<file path="config.mk">
export PLATFORM = sky130hd
export DESIGN_NAME = fp16_to_fp8_vector_pack
export DESIGN_NICKNAME = d
export VERILOG_FILES = /design/src/rtl/fp16_to_fp8_vector_pack.sv
export SDC_FILE = /design/constraint.sdc
export NUM_CORES = 1
export LEC_CHECK = 0
export ABC_AREA = 1
export CAP_MARGIN = 15
export CELL_PAD_IN_SITES_DETAIL_PLACEMENT = 1
export CELL_PAD_IN_SITES_GLOBAL_PLACEMENT = 1
export CORE_UTILIZATION = 39
export CTS_CLUSTER_SIZE = 20
export DETAILED_ROUTE_END_ITERATION = 10
export MAX_ROUTING_LAYER = met4
export PLACE_DENSITY = 0.84
export RECOVER_POWER = 25
export SYNTH_ARGS = -nofsm -noshare
export SYNTH_HDL_FRONTEND = slang
export SYNTH_SLANG_ARGS = --single-unit
</file>
<file path="constraint.sdc">
create_clock -name clk -period 5.9 [get_ports clk]
set_input_delay 0.59 -clock clk [delete_from_list [all_inputs] [get_ports clk]]
set_output_delay 0.59 -clock clk [all_outputs]
set_load 0.005 [all_outputs]
</file>
<file path="src/rtl/fp16_to_fp8_vector_pack.sv">
// Four-lane FP16 -> FP8 (E4M3 / E5M2) packer, 2-stage valid/ready pipeline with ID passthrough.
// Define FP8_PACK_RNE_EN for round-to-nearest-even; otherwise mantissas are truncated.
module fp16_to_fp8_vector_pack #(
    parameter int ID_WIDTH = 4
) (
    input  logic                clk,
    input  logic                rst,
    input  logic                e5m2mode,
    input  logic                in_valid,
    output logic                in_ready,
    input  logic [63:0]         vec16,
    input  logic [ID_WIDTH-1:0] id,
    output logic                out_valid,
    input  logic                out_ready,
    output logic [31:0]         vec8,
    output logic [ID_WIDTH-1:0] id_out,
    output logic [3:0]          out_sat,
    output logic [15:0]         sat_count
);

    localparam int LANES = 4;

`ifdef FP8_PACK_RNE_EN
    localparam logic RNE_EN = 1'b1;
`else
    localparam logic RNE_EN = 1'b0;
`endif

    // Stage-2 lane packing: applies the registered round decision, then the
    // saturate / NaN / flush rules of the selected format. Returns {sat, byte}.
    function automatic logic [8:0] pack_lane(
        input logic       mode,
        input logic       sign,
        input logic       nan,
        input logic       inf,
        input logic [4:0] exp,
        input logic [2:0] mant,
        input logic       rnd
    );
        logic [3:0] m_sum;
        logic [5:0] e_r;
        logic       sat;
        logic [6:0] mag;
        m_sum = 4'd0;
        e_r   = 6'd0;
        sat   = 1'b0;
        mag   = 7'd0;
        if (nan) begin
            sat = 1'b1;
            mag = 7'h7F;
        end else if (!mode) begin
            if (inf) begin
                sat = 1'b1;
                mag = 7'h7E;
            end else if (exp <= 5'd8) begin
                mag = 7'd0;
            end else begin
                m_sum = {1'b0, mant} + {3'd0, rnd};
                e_r   = {1'b0, exp} - 6'd8 + {5'd0, m_sum[3]};
                // E4M3 has no infinity: S.1111.111 is NaN, so it must also saturate.
                if (e_r >= 6'd16 || (e_r == 6'd15 && m_sum[2:0] == 3'b111)) begin
                    sat = 1'b1;
                    mag = 7'h7E;
                end else begin
                    mag = {e_r[3:0], m_sum[2:0]};
                end
            end
        end else begin
            if (inf) begin
                sat = 1'b1;
                mag = 7'h7B;
            end else if (exp == 5'd0) begin
                mag = 7'd0;
            end else begin
                m_sum = {2'd0, mant[1:0]} + {3'd0, rnd};
                e_r   = {1'b0, exp} + {5'd0, m_sum[2]};
                if (e_r == 6'd31) begin
                    sat = 1'b1;
                    mag = 7'h7B;
                end else begin
                    mag = {e_r[4:0], m_sum[1:0]};
                end
            end
        end
        return {sat, sign, mag};
    endfunction

    logic [LANES-1:0]      d_sign, d_nan, d_inf, d_rnd;
    logic [LANES-1:0][4:0] d_exp;
    logic [LANES-1:0][2:0] d_mant;

    generate
        for (genvar gi = 0; gi < LANES; gi++) begin : g_dec
            logic [15:0] h;
            logic        lsb, guard, sticky;
            assign h         = vec16[16*gi +: 16];
            assign d_sign[gi] = h[15];
            assign d_exp[gi]  = h[14:10];
            assign d_nan[gi]  = (&h[14:10]) & (|h[9:0]);
            assign d_inf[gi]  = (&h[14:10]) & ~(|h[9:0]);
            assign d_mant[gi] = e5m2mode ? {1'b0, h[9:8]} : h[9:7];
            assign lsb        = e5m2mode ? h[8] : h[7];
            assign guard      = e5m2mode ? h[7] : h[6];
            assign sticky     = e5m2mode ? (|h[6:0]) : (|h[5:0]);
            assign d_rnd[gi]  = RNE_EN & guard & (sticky | lsb);
        end
    endgenerate

    logic                  s1_valid_reg;
    logic                  s1_mode_reg;
    logic [ID_WIDTH-1:0]   s1_id_reg;
    logic [LANES-1:0]      s1_sign_reg, s1_nan_reg, s1_inf_reg, s1_rnd_reg;
    logic [LANES-1:0][4:0] s1_exp_reg;
    logic [LANES-1:0][2:0] s1_mant_reg;

    logic [LANES-1:0][8:0] p_res;
    logic [LANES-1:0][7:0] p_byte;
    logic [LANES-1:0]      p_sat;

    generate
        for (genvar gi = 0; gi < LANES; gi++) begin : g_pack
            assign p_res[gi]  = pack_lane(s1_mode_reg, s1_sign_reg[gi], s1_nan_reg[gi],
                                          s1_inf_reg[gi], s1_exp_reg[gi], s1_mant_reg[gi],
                                          s1_rnd_reg[gi]);
            assign p_byte[gi] = p_res[gi][7:0];
            assign p_sat[gi]  = p_res[gi][8];
        end
    endgenerate

    logic        s2_ready;
    logic        in_fire;
    logic        out_fire;
    logic [2:0]  sat_pop;
    logic [16:0] sat_sum;

    assign s2_ready = !out_valid | out_ready;
    assign in_ready = !s1_valid_reg | s2_ready;
    assign in_fire  = in_valid & in_ready;
    assign out_fire = out_valid & out_ready;
    assign sat_pop  = {2'd0, out_sat[0]} + {2'd0, out_sat[1]} + {2'd0, out_sat[2]} + {2'd0, out_sat[3]};
    assign sat_sum  = {1'b0, sat_count} + {14'd0, sat_pop};

    always_ff @(posedge clk or posedge rst) begin
        if (rst) begin
            s1_valid_reg <= 1'b0;
            s1_mode_reg  <= 1'b0;
            s1_id_reg    <= '0;
            s1_sign_reg  <= '0;
            s1_nan_reg   <= '0;
            s1_inf_reg   <= '0;
            s1_rnd_reg   <= '0;
            s1_exp_reg   <= '0;
            s1_mant_reg  <= '0;
            out_valid    <= 1'b0;
            vec8         <= '0;
            id_out       <= '0;
            out_sat      <= '0;
            sat_count    <= '0;
        end else begin
            if (in_fire) begin
                s1_mode_reg <= e5m2mode;
                s1_id_reg   <= id;
                s1_sign_reg <= d_sign;
                s1_nan_reg  <= d_nan;
                s1_inf_reg  <= d_inf;
                s1_rnd_reg  <= d_rnd;
                s1_exp_reg  <= d_exp;
                s1_mant_reg <= d_mant;
            end
            s1_valid_reg <= in_fire | (s1_valid_reg & !s2_ready);

            if (s2_ready) begin
                out_valid <= s1_valid_reg;
                if (s1_valid_reg) begin
                    vec8    <= p_byte;
                    id_out  <= s1_id_reg;
                    out_sat <= p_sat;
                end
            end

            if (out_fire) begin
                sat_count <= sat_sum[16] ? 16'hFFFF : sat_sum[15:0];
            end
        end
    end

endmodule

</file>
## After elaboration in Yosys (flattened, before gate mapping)

Cells that the tools add are included.
W data, S select, Z words.

| storage, ports and cells | value |
|---|---|
| flip-flop bits (word level) | 107 |
| input bits | 73 |
| word-level logic and storage cells | 158 |
| output and inout bits | 58 |

| operators by class | value |
|---|---|
| eq/ne operators | 12 |
| order comparisons | 8 |
| add/sub/neg operators | 8 |
| bitwise operators | 18 |
| mux-type cells | 69 |
| reductions and logical operators | 24 |

Operator list:

| cell | count |
|---|---|
| $mux W7 | 32 |
| $reduce_or A10 Y1 | 4 |
| $mux W1 | 32 |
| $eq A6 B4 Y1 const B | 4 |
| $ge A6 B5 Y1 const B | 4 |
| $sub A5 B4 Y6 const B | 4 |
| $eq A5 B5 Y1 const B | 4 |
| $le A5 B4 Y1 const B | 4 |
| $logic_not A5 Y1 | 4 |
| $reduce_and A5 Y1 | 4 |
| $add A16 B3 Y17 | 1 |
| $mux W16 | 1 |
| $eq A3 B3 Y1 const B | 4 |
| $mux W3 | 4 |
| $and A1 B1 Y1 | 11 |
| $logic_and A1 B1 Y1 | 4 |
| $logic_or A1 B1 Y1 | 4 |
| $not A1 Y1 | 4 |
| $add A2 B1 Y3 | 1 |
| $add A3 B1 Y3 | 1 |
| $logic_not A1 Y1 | 3 |
| $or A1 B1 Y1 | 3 |
| $add A1 B1 Y2 | 1 |
| $reduce_and A2 Y1 | 1 |

## Logic depth before layout (Yosys ltp)

| logic depth | value |
|---|---|
| word-level depth | 9 |
| depth in mapped cells | 12 |
| mapped depth without buffers | 12 |

## Worst setup path before layout

OpenSTA, ideal clock, no wires.

| path | value |
|---|---|
| path kind | register to register |
| start | register out_sat[0] |
| end | register sat_count[15] |
| arrival | 2,319 ps |
| period minus slack after synthesis | 2,388 ps |
| setup slack | 3,512 ps |
| cell stages (with the launch flop) | 13 |
| setup time | 69 ps |
| buffers on the path | 1 |
| path through | dfrtp_1 fa_1 inv_1 fa_1 inv_1 fa_1 inv_1 nor2_4 nand3_2 nor2_4 nand3_2 buf_6 nand3_1 |

| between the ends | value |
|---|---|
| cells in the longest elaborated chain, start to end | 5 |

Ends and longest elaborated chain:

| item | line | RTL |
|---|---|---|
| start: declaration | 17 | `output logic [3:0] out_sat,` |
| start signal: assignment | 177 | `out_sat <= p_sat;` |
| $add A1 B1 Y2 | 140 | `assign sat_pop = {2'd0, out_sat[0]} + {2'd0, out_sat[1]} + {2'd0, out_sat[2]} + {2'd0, out_sat[3]};` |
| $add A2 B1 Y3 | 140 |  |
| $add A3 B1 Y3 | 140 |  |
| $add A16 B3 Y17 | 141 | `assign sat_sum = {1'b0, sat_count} + {14'd0, sat_pop};` |
| $mux W16 | 182 | `sat_count <= sat_sum[16] ? 16'hFFFF : sat_sum[15:0];` |
| end signal: assignment | 182 |  |
| end: declaration | 18 | `output logic [15:0] sat_count` |

Every way passes these cells.
A chain may end at the register's enable or synchronous reset.

==> results.json <==
{
  "drt-met1-wl_um": 8330,
  "drtPass1Iterations": 4,
  "cts_root_buf": "clkbuf_16",
  "cts.hold.buffers_added": 0,
  "starting_density_of_the_core_pct": 40.0,
  "first_global_vias": 5538,
  "ir_drop_mv": 0.161,
  "critical_path_arrival_ps": 3520,
  "cts.reportedPaths.clkPinSlew_ps": 80,
  "p_total_mw": 2.34,
  "cts_tree": "built",
  "nNetsFinal": 997,
  "number_of_routed_nets_with_antenna_violations": 0,
  "final_cells": 1100,
  "die_w_um": 124,
  "grt_max_degree": 77,
  "netlist-cell-type-count": 38,
  "route.detailed.wl_per_inst_um": 15.0,
  "number_of_antenna_violations_at_the_first_check_in_global_routing": 0,
  "final_wirelength_um": 16500,
  "timing_worst_setup_path_type": "in -> async",
  "dr_total_vias": 5527,
  "hold_wc_path_type": "reg -> reg",
  "startpoint_type": "input port",
  "crit-reg2reg-launch": "out_sat[0]",
  "clkLatencyLatePin_ps": 350,
  "syn_inst": 789,
  "die_height_um": 124,
  "tns_ps": 0,
  "critical_path_capture_point_type": "asynchronous set/reset pin",
  "place.gp.congestion": 0.875,
  "setup_repair_after_global_routing_missed_its_margin": "false",
  "max_cap_viol_count": 1,
  "finalCoreUtilization_pct": 52.2,
  "total_leakage_power_nw": 3.61,
  "antenna_cells_inserted": 0,
  "synth-edff-count": 0,
  "clock_h_tree_levels": 3,
  "met2_length_um": 7320,
  "grt_first_pass_wirelength_um": 27500,
  "groute.usage.overall_pct": 23.7,
  "synthesis.area_per_instance_um2": 7.37,
  "drt_iter0_drc": 250,
  "synth_async_sr_flop_share_pct": 100,
  "setup.worst_path.start": "rst",
  "transition_at_the_pin_with_the_smallest_max_transition_slack_ps": 2830,
  "max_fclk_ghz": 0.324,
  "yosysWarnings": 0,
  "hold_viol_final": 0,
  "port_buffers": 130,
  "ffs_latches_synth": 107,
  "synth_fp_nets": 874,
  "path_max_fanout": 61,
  "ioPinCount": 131,
  "hpwlAfterDp_um": 12500,
  "mappedNetlistArea_um2": 5810,
  "crit_required_ps": 6330,
  "synth_ff_type": "dfrtp_1",
  "vias_per_cell": 5.02,
  "layout.filler_cells": 1813,
  "min-delay-start": "vec8[1]",
  "area_growth_syn_to_layout_pct": 30.5,
  "setup_viol_count_final": 0,
  "slew_headroom_pct": -89.6,
  "synth.yosys.seq_area_share_pct": 46.1,
  "fin_crit_sh_pct": 52.3,
  "numPlacedInstances": 1084,
  "global_route.overflow_total": 0,
  "fin_worst_skew_ps": 7.26,
  "post-route-drc-count": 0,
  "count_of_standard_cell_rows": 44,
  "fraction_of_final_layout_cells_with_drive_strength_greater_than_1_pct": 4.80,
  "final_max_slew_viol_count": 62,
  "outcome": "finished, violations left",
  "die-area_um2": 15400,
  "coreArea_um2": 14500,
  "maxUsedRoutingLayer": "met4",
  "cts_made_buffers": 9,
  "pre_cts_slack_ps": 2900,
  "met3_length_um": 647,
  "period_needed_ps": 3090,
  "post_cts_sizing": 0,
  "tritoncts_num_sinks": 107,
  "failing_checks": "capacitance limit, slew limit",
  "cts_buffer_depth": 2,
  "post-route-worst-setup-slack_ps": 2810,
  "cts_setup_buffers": 0,
  "powerDensity_nw_per_um2": 309,
  "largest_reg_flops": 32
}
[per-layer routing]
layer,track usage (%),up-vias
li1,-,2724
met4,6.03,0
met2,35.7,131
met5,-,-
met3,2.93,13
met1,33.8,2659
[path summary, 6_finish.rpt]
kind	to	slack [ps]	cells after the start
max in group clk	s1_inf_reg[3]	3120	10
min reg2reg	vec8[1]	490	2
min in group asynchronous	sat_count[3]	1500	2
max reg2reg	sat_count[15]	3180	11
max	s1_inf_reg[2]	2810	3
min	vec8[1]	490	2
[synth_stat cells (2+ instances only)]
| library cell | count | area (µm²) |
|---|---|---|
| nand2_1 | 218 | 818 |
| nor2_1 | 111 | 417 |
| dfrtp_1 | 107 | 2680 |
| inv_1 | 107 | 402 |
| o21ai_0 | 62 | 310 |
| nand3_1 | 48 | 240 |
| a21oi_1 | 19 | 95.1 |
| nand4_1 | 15 | 93.8 |
| or2_2 | 14 | 87.6 |
| buf_2 | 11 | 55.1 |
| ha_1 | 9 | 113 |
| o211ai_1 | 8 | 60.1 |
| nor3_1 | 7 | 35.0 |
| clkbuf_1 | 6 | 22.5 |
| o21ai_1 | 6 | 30.0 |
| o22ai_1 | 6 | 37.5 |
| xor2_1 | 4 | 35.0 |
| fa_1 | 3 | 60.1 |
| nand3_2 | 3 | 30.0 |
| nand3b_1 | 3 | 22.5 |
| buf_1 | 2 | 7.51 |
| nand2_2 | 2 | 12.5 |
| nor2_4 | 2 | 22.5 |
| o21bai_1 | 2 | 15.0 |
[report_power, final]
part | internal, mW | leakage, nW | total [mW] | switching (mW)
logic | 0.366 | 2.16 | 0.740 | 0.374
registers | 0.868 | 1.31 | 0.983 | 0.115
clock network | 0.332 | 0.142 | 0.619 | 0.287
total | 1.57 | 3.61 | 2.34 | 0.776
[critical path: stages]
cell           delay (ps)
dlygate4sd3_1         550
clkinvlp_2           1600
buf_4                 730
[layout by cell type (no fill, tap or decap), drive strengths merged, types with 4 or more instances in the layout]
cell and n:
nand3 51, dfrtp 107, nand2 220, a21oi 21, nor2 114, o21ai 68, clkbuf 9, buf 4
or2 14, nor3 7, o211ai 8, inv 109, dlygate4sd3 5, nand3b 4, nand4 15, xor2 4
clkdlybuf4s50 125, ha 9, o22ai 6
[kinds of logic after synthesis]
family,share of synthesized area (%)
AO/OA/AOI/OAI,10.4
XOR/XNOR,0.753
adder cells (fa/ha/maj),2.97
buffers and inverters,8.84
flip-flops,46.1
AND/OR/NAND/NOR,31.0
[stage by stage]
stage | instance area, µm² | hold slack, ps
floorplan | 5810 | 442
detailed placement | 7270 | 476
CTS | 7570 | 493
global placement | 7270 | 467
global route | 7590 | 522
finish | 7590 | 485
[cell type report]
type / count / area (µm²) / area share, %
flip-flops and latches: 107 / 2680 / 35.3
multi-input cells: 552 / 2620 / 34.6
repair buffers: 134 / 1350 / 17.8
inverters: 108 / 407 / 5.36
well taps: 184 / 230 / 3.03
clock buffers: 9 / 225 / 2.97
clock inverters: 6 / 72.6 / 0.957
(Power assumes the default switching activity.)
